`src/rtl/mult_sequencer.sv`:
```
// mult_sequencer: multi-cycle shift-add multiplier controller.
// Retires STEP multiplier bits per cycle, producing a WIDTH-bit product in
// WIDTH/STEP cycles behind a start/busy/done handshake for the pipeline stall.
// Signed multiplies work on operand magnitudes; the product is negated at the end.
// Optional feature: define MULT_HI_EN to add the result_hi port (upper product word).
// Without it the accumulator is trimmed to WIDTH bits.
module mult_sequencer #(
    parameter int WIDTH = 32,
    parameter int STEP  = 1
) (
    input  logic             clk,
    input  logic             rst_n,
    input  logic             start,
    input  logic             op_unsign,
    input  logic [WIDTH-1:0] busA,
    input  logic [WIDTH-1:0] busB,
    input  logic             flush,
    output logic             busy,
    output logic             done,
    output logic [WIDTH-1:0] result
`ifdef MULT_HI_EN
    ,
    output logic [WIDTH-1:0] result_hi
`endif
);

    localparam int NSTEPS = WIDTH / STEP;
    localparam int CNT_W  = (NSTEPS > 1) ? $clog2(NSTEPS) : 1;
`ifdef MULT_HI_EN
    localparam int ACC_W  = 2 * WIDTH;
`else
    localparam int ACC_W  = WIDTH;
`endif
    localparam logic [CNT_W-1:0] LAST_CNT = CNT_W'(NSTEPS - 1);

    typedef enum logic [1:0] {
        S_IDLE = 2'd0,
        S_CALC = 2'd1,
        S_DONE = 2'd2
    } state_t;

    // Magnitude of an operand; the most-negative value maps to 2^(WIDTH-1),
    // which is representable because the magnitude is treated as unsigned.
    function automatic logic [WIDTH-1:0] magnitude(input logic [WIDTH-1:0] v,
                                                   input logic             is_signed);
        magnitude = (is_signed && v[WIDTH-1]) ? -v : v;
    endfunction

    // Final sign correction of the unsigned magnitude product.
    function automatic logic [ACC_W-1:0] apply_sign(input logic [ACC_W-1:0] p,
                                                    input logic             neg);
        apply_sign = neg ? -p : p;
    endfunction

    // One partial product: multiplicand times the current STEP-bit digit,
    // aligned to the digit position.
    function automatic logic [ACC_W-1:0] partial(input logic [WIDTH-1:0] mcand,
                                                 input logic [STEP-1:0]  digit,
                                                 input logic [CNT_W-1:0] cnt);
        logic [WIDTH+STEP-1:0] pp;
        int                    sh;
        pp      = (WIDTH+STEP)'(mcand) * (WIDTH+STEP)'(digit);
        sh      = int'(cnt) * STEP;
        partial = ACC_W'(pp) << sh;
    endfunction

    state_t              r_state;
    state_t              w_state_nxt;
    logic                w_accept;
    logic                w_last;

    logic [WIDTH-1:0]    r_mcand;
    logic [WIDTH-1:0]    r_mplier;
    logic                r_neg;
    logic [CNT_W-1:0]    r_cnt;
    logic [ACC_W-1:0]    r_acc;
    logic [WIDTH-1:0]    r_result;
`ifdef MULT_HI_EN
    logic [WIDTH-1:0]    r_result_hi;
`endif

    logic [ACC_W-1:0]    w_acc_nxt;
    logic [ACC_W-1:0]    w_prod;

    assign w_last    = (r_cnt == LAST_CNT);
    assign w_acc_nxt = r_acc + partial(r_mcand, r_mplier[STEP-1:0], r_cnt);
    assign w_prod    = apply_sign(w_acc_nxt, r_neg);

    assign result    = r_result;
`ifdef MULT_HI_EN
    assign result_hi = r_result_hi;
`endif

    // State register.
    always_ff @(posedge clk) begin
        if (!rst_n) begin
            r_state <= S_IDLE;
        end else begin
            r_state <= w_state_nxt;
        end
    end

    // Next-state logic and state-decoded handshake outputs.
    // start is only looked at outside CALC; flush only matters inside CALC,
    // which also gives it priority over a start in the same cycle.
    always_comb begin
        w_state_nxt = r_state;
        w_accept    = 1'b0;
        busy        = 1'b0;
        done        = 1'b0;
        case (r_state)
            S_IDLE: begin
                if (start) begin
                    w_accept    = 1'b1;
                    w_state_nxt = S_CALC;
                end
            end
            S_CALC: begin
                busy = 1'b1;
                if (flush) begin
                    w_state_nxt = S_IDLE;
                end else if (w_last) begin
                    w_state_nxt = S_DONE;
                end
            end
            S_DONE: begin
                done = 1'b1;
                if (start) begin
                    w_accept    = 1'b1;
                    w_state_nxt = S_CALC;
                end else begin
                    w_state_nxt = S_IDLE;
                end
            end
            default: begin
                w_state_nxt = S_IDLE;
            end
        endcase
    end

    // Operand capture, shift-add iteration and result update on entry to DONE.
    // result is left untouched by a flushed operation.
    always_ff @(posedge clk) begin
        if (!rst_n) begin
            r_mcand     <= '0;
            r_mplier    <= '0;
            r_neg       <= 1'b0;
            r_cnt       <= '0;
            r_acc       <= '0;
            r_result    <= '0;
`ifdef MULT_HI_EN
            r_result_hi <= '0;
`endif
        end else if (w_accept) begin
            r_mcand  <= magnitude(busA, !op_unsign);
            r_mplier <= magnitude(busB, !op_unsign);
            r_neg    <= !op_unsign && (busA[WIDTH-1] ^ busB[WIDTH-1]);
            r_cnt    <= '0;
            r_acc    <= '0;
        end else if ((r_state == S_CALC) && !flush) begin
            r_acc    <= w_acc_nxt;
            r_mplier <= r_mplier >> STEP;
            r_cnt    <= r_cnt + CNT_W'(1);
            if (w_last) begin
                r_result    <= w_prod[WIDTH-1:0];
`ifdef MULT_HI_EN
                r_result_hi <= w_prod[2*WIDTH-1:WIDTH];
`endif
            end
        end
    end

endmodule

```
`config.mk`:
```
export PLATFORM = sky130hd
export DESIGN_NAME = mult_sequencer
export DESIGN_NICKNAME = d
export VERILOG_FILES = /design/src/rtl/mult_sequencer.sv
export SDC_FILE = /design/constraint.sdc
export NUM_CORES = 1
export LEC_CHECK = 0
export ABC_AREA = 1
export CAP_MARGIN = 25
export CORE_ASPECT_RATIO = 0.5
export CORE_MARGIN = 1.5
export CORE_UTILIZATION = 66
export CTS_CLUSTER_SIZE = 28
export DETAILED_ROUTE_END_ITERATION = 10
export DONT_BUFFER_PORTS = 1
export PLACE_DENSITY = 0.82
export SYNTH_ARGS = -nofsm -noshare
export SYNTH_HDL_FRONTEND = slang
export SYNTH_SLANG_ARGS = --single-unit
```
`constraint.sdc`:
```
create_clock -name clk -period 4.16 [get_ports clk]
set_input_delay 0.832 -clock clk [delete_from_list [all_inputs] [get_ports clk]]
set_output_delay 0.832 -clock clk [all_outputs]
set_load 0.02 [all_outputs]
```
==> flow_metrics.tcl, run 1 <==
set metrics [dict create \
    start_util 0.672 \
    area_growth_pct 9.21 \
    cellPowerDensity_nw_per_um2 296 \
    nNetsFinal 2077 \
    worst_pin_slew_ns 0.915 \
    drive_gt1_frac 0.108 \
    final_area_um2 12700 \
    cts_max_level 4 \
    p_int_mw 2.48 \
    io_pins 103 \
    clk_latency_ns 0.44 \
    fin_crit_sh 0.951 \
    drv_slew 0 \
    dr.first_iter.drc_count 1211 \
    async_reset_ff_frac 0 \
    yosys.area.top_type "dfxtp_1" \
    dieArea_um2 18500 \
    dp_hpwl_mm 26.1 \
    wirelength_mm 34.7 \
    p_sw_mw 1.28 \
    tritoncts "built" \
    via_per_inst 5.74 \
    cap_violations 0 \
    grt_pass1_vias 11800 \
    period_needed_ns 3.96 \
    syn_nets 2107 \
    yosysWarnings 0 \
    synth-seq-cells 136 \
    diodes 0 \
    slew_headroom 0.390 \
    hold_viol_final 0 \
    yosysSeqAreaShare 0.234 \
    ant_nets 0 \
    portBuffers 0 \
    clkPwrFrac 0.408 \
    core_um2 17300 \
    r2r_slack_ns 0.20 \
    clock-skew-final_ns 0.00901 \
    grt_max_degree 73 \
    synth-edff-count 0 \
    peakVddDrop_uv 314 \
    placed_cell_area_um2 11800 \
    grt-ovfl-total 0 \
    gp_congestion 1.03 \
    synth_area_leaders "dfxtp_1, nand2_1, inv_1" \
    rsz0062_at_grt "yes" \
    setup_tns_ns 0 \
    setup_viol 0 \
    dp.cells 2178 \
    clk_pin_slew_ns 0.07 \
    synth_top_area_share 0.234 \
    avgRoutedWirePerCell_um 15.7 \
    cts.sinks 136 \
    vias 12700 \
    syn_area_per_cell_um2 5.82 \
    fillCellCount 1475 \
    ys_types 51 \
    fin_cells 2218 \
    start_kind "flop" \
    status "completed" \
    total_power_mw 3.76 \
    cts_root_buffer "clkbuf_16" \
    power_frac_comb 0.220 \
    synth_area_um2 11600 \
    endpoint_kind "flop" \
    die_x_um 191 \
    hp-class "reg2reg" \
    critPathArrivalTime_ns 4.30 \
    rows 34 \
    hold_buffers 0 \
    path_class "reg2reg" \
    drtPass1Iterations 6 \
    clockBufferDepth 2 \
    die-height_um 96.9 \
    sequentialPowerShare 0.372 \
    leakage_nw 6.18 \
    crit_fanout 17 \
    required_ns 4.50 \
    antenna_found_initial 0 \
    max_freq_mhz 253 \
    track_usage 0.378 \
    ys.flop_type "dfxtp_1" \
    cts_buffers 17 \
    postSynthCellCount 2001 \
    grt_pass1_wl_mm 56.5 \
    switching_share 0.341 \
    drc 0 \
]
stage by stage:
| stage | utilization | hold WS, ns | setup slack (ns) |
|---|---|---|---|
| after global placement | 0.684 | 0.440 | 0.0548 |
| after global routing | 0.734 | 0.489 | -0.103 |
| final | 0.734 | 0.468 | 0.203 |
| after CTS | 0.717 | 0.466 | 0.00287 |
| after floorplan | - | 0.423 | 0.657 |
| after detailed placement | 0.684 | 0.456 | -0.00723 |
power by group through the flow:
stage / logic [mW] / clock network (mW) / registers (mW)
6_report: 0.828 / 1.54 / 1.40
5_1_grt: 0.916 / 1.60 / 1.41
4_1_cts: 0.772 / 1.53 / 1.40
3_5_place_dp: 0.766 / 0 / 1.43
2_1_floorplan: 0.595 / 0 / 1.41
3_3_place_gp: 0.745 / 0 / 1.43
layer usage:
layer,up-vias,wire length [um],track usage
met5,-,0,0
met4,0,1240,0.169
met3,86,3030,0.0653
met2,577,15000,0.586
met1,5715,15500,0.513
li1,6362,-,-
final timing paths:
path / depth (start not counted) / startpoint / end
setup / recovery: 27 / r_mplier[0] / result[25]
hold / removal: 2 / r_mplier[30] / r_mplier[30]
setup reg to reg: 27 / r_mplier[0] / result[25]
hold reg to reg: 2 / r_mplier[30] / r_mplier[30]
cells in the final DEF (no fill, tap or decap), drive strengths merged, types with 5 or more instances in the layout:
| cell type | n |
|---|---|
| nand2 | 638 |
| nand4 | 18 |
| xor2 | 38 |
| o21bai | 6 |
| mux2i | 5 |
| nor2 | 191 |
| nand3b | 7 |
| nor3 | 20 |
| o221ai | 5 |
| or2 | 8 |
| inv | 286 |
| dfxtp | 136 |
| o21ai | 202 |
| o31ai | 5 |
| and2 | 6 |
| clkinv | 8 |
| a31oi | 11 |
| buf | 35 |
| o22ai | 10 |
| clkbuf | 19 |
| o211ai | 40 |
| ha | 36 |
| nand3 | 117 |
| xnor2 | 13 |
| a21oi | 101 |
worst max-delay path: stages, from the launching register on:
cell and delay, ns:
dfxtp_2 0.35, clkbuf_16 0.18, nand2_1 0.07, inv_1 0.06, o21ai_1 0.23, o21ai_0 0.16, o21ai_1 0.20, nand2_1 0.07
o211ai_1 0.11, o21ai_0 0.15, ha_2 0.42, nand2_1 0.16, nor2_2 0.19, inv_1 0.07, nor2_2 0.15, nand3_1 0.13
nand3_1 0.10, nand2_1 0.06, nand2_2 0.12, nand2_1 0.08, nor2_2 0.16, nand3_2 0.13, nand2_2 0.13, nand2_2 0.06
nand2_1 0.06, nand2_1 0.05, o21bai_1 0.15, inv_1 0.05
registers in the layout (all words and copies together) (netlist names):
signal / count
r_cnt: 5
r_acc: 32
r_mcand: 32
r_neg: 1
r_mplier: 32
r_state: 2
result: 32
Yosys cell counts, types with 2 or more instances:
library cell / count
nand3_1: 106
mux2i_1: 5
buf_1: 9
clkbuf_1: 61
o211ai_1: 40
nor2_4: 6
o31ai_1: 5
nand4_1: 18
nand3b_1: 7
xor2_1: 38
nor2_1: 167
o221ai_1: 5
or2_2: 7
buf_2: 13
ha_1: 36
nand2_1: 607
o21a_1: 3
clkinv_1: 3
a22o_1: 3
a21oi_1: 98
a21oi_2: 3
nor4_1: 3
nand2_4: 2
o21ai_1: 6
a31oi_1: 11
nand2_2: 29
xnor2_1: 13
nor3_2: 2
inv_1: 271
o311ai_0: 2
a32o_1: 2
inv_2: 9
nor3_1: 18
and2_1: 6
nor2_2: 18
o21bai_1: 6
o21ai_0: 195
o22ai_1: 10
dfxtp_1: 136
nand3_2: 11
timing repair:
item | in CTS | in global routing
gates cloned | 0 | 1
buffers inserted | 0 | 7
pin swaps | 0 | 16
endpoints found under the setup margin | 3 | 23
gates resized for setup | 2 | 101
cells by family (layout without fill, tap and decap cells):
group	Yosys count	count (layout)	synth area share
buffers and inverters	368	351	0.121
AO/OA/AOI/OAI	394	394	0.190
flip-flops	136	136	0.234
XOR/XNOR	51	51	0.0384
multiplexers	5	5	0.00430
adder cells (fa/ha/maj)	37	37	0.0404
AND/OR/NAND/NOR	1010	1010	0.372
final cells by class:
class                           count  area (um2)  area share
Clock buffer                       18         429      0.0338
Clock inverter                     14         139      0.0109
Inverter                          283        1060      0.0836
Multi-Input combinational cell   1497        7740       0.609
Sequential cell                   136        2720       0.214
Tap cell                          234         293      0.0230
Timing Repair Buffer               36         324      0.0255
(Power assumes the default switching activity.)
==> run 2: changes to the inputs <==
--- a/config.mk
+++ b/config.mk
@@ -10,7 +10,7 @@
 export CORE_ASPECT_RATIO = 0.5
 export CORE_MARGIN = 1.5
 export CORE_UTILIZATION = 66
-export CTS_CLUSTER_SIZE = 28
+export CTS_CLUSTER_SIZE = 30
 export DETAILED_ROUTE_END_ITERATION = 10
 export DONT_BUFFER_PORTS = 1
 export PLACE_DENSITY = 0.82
==> results of run 2 <==
Final layout, timing and power as in run 1 (identical DEF).
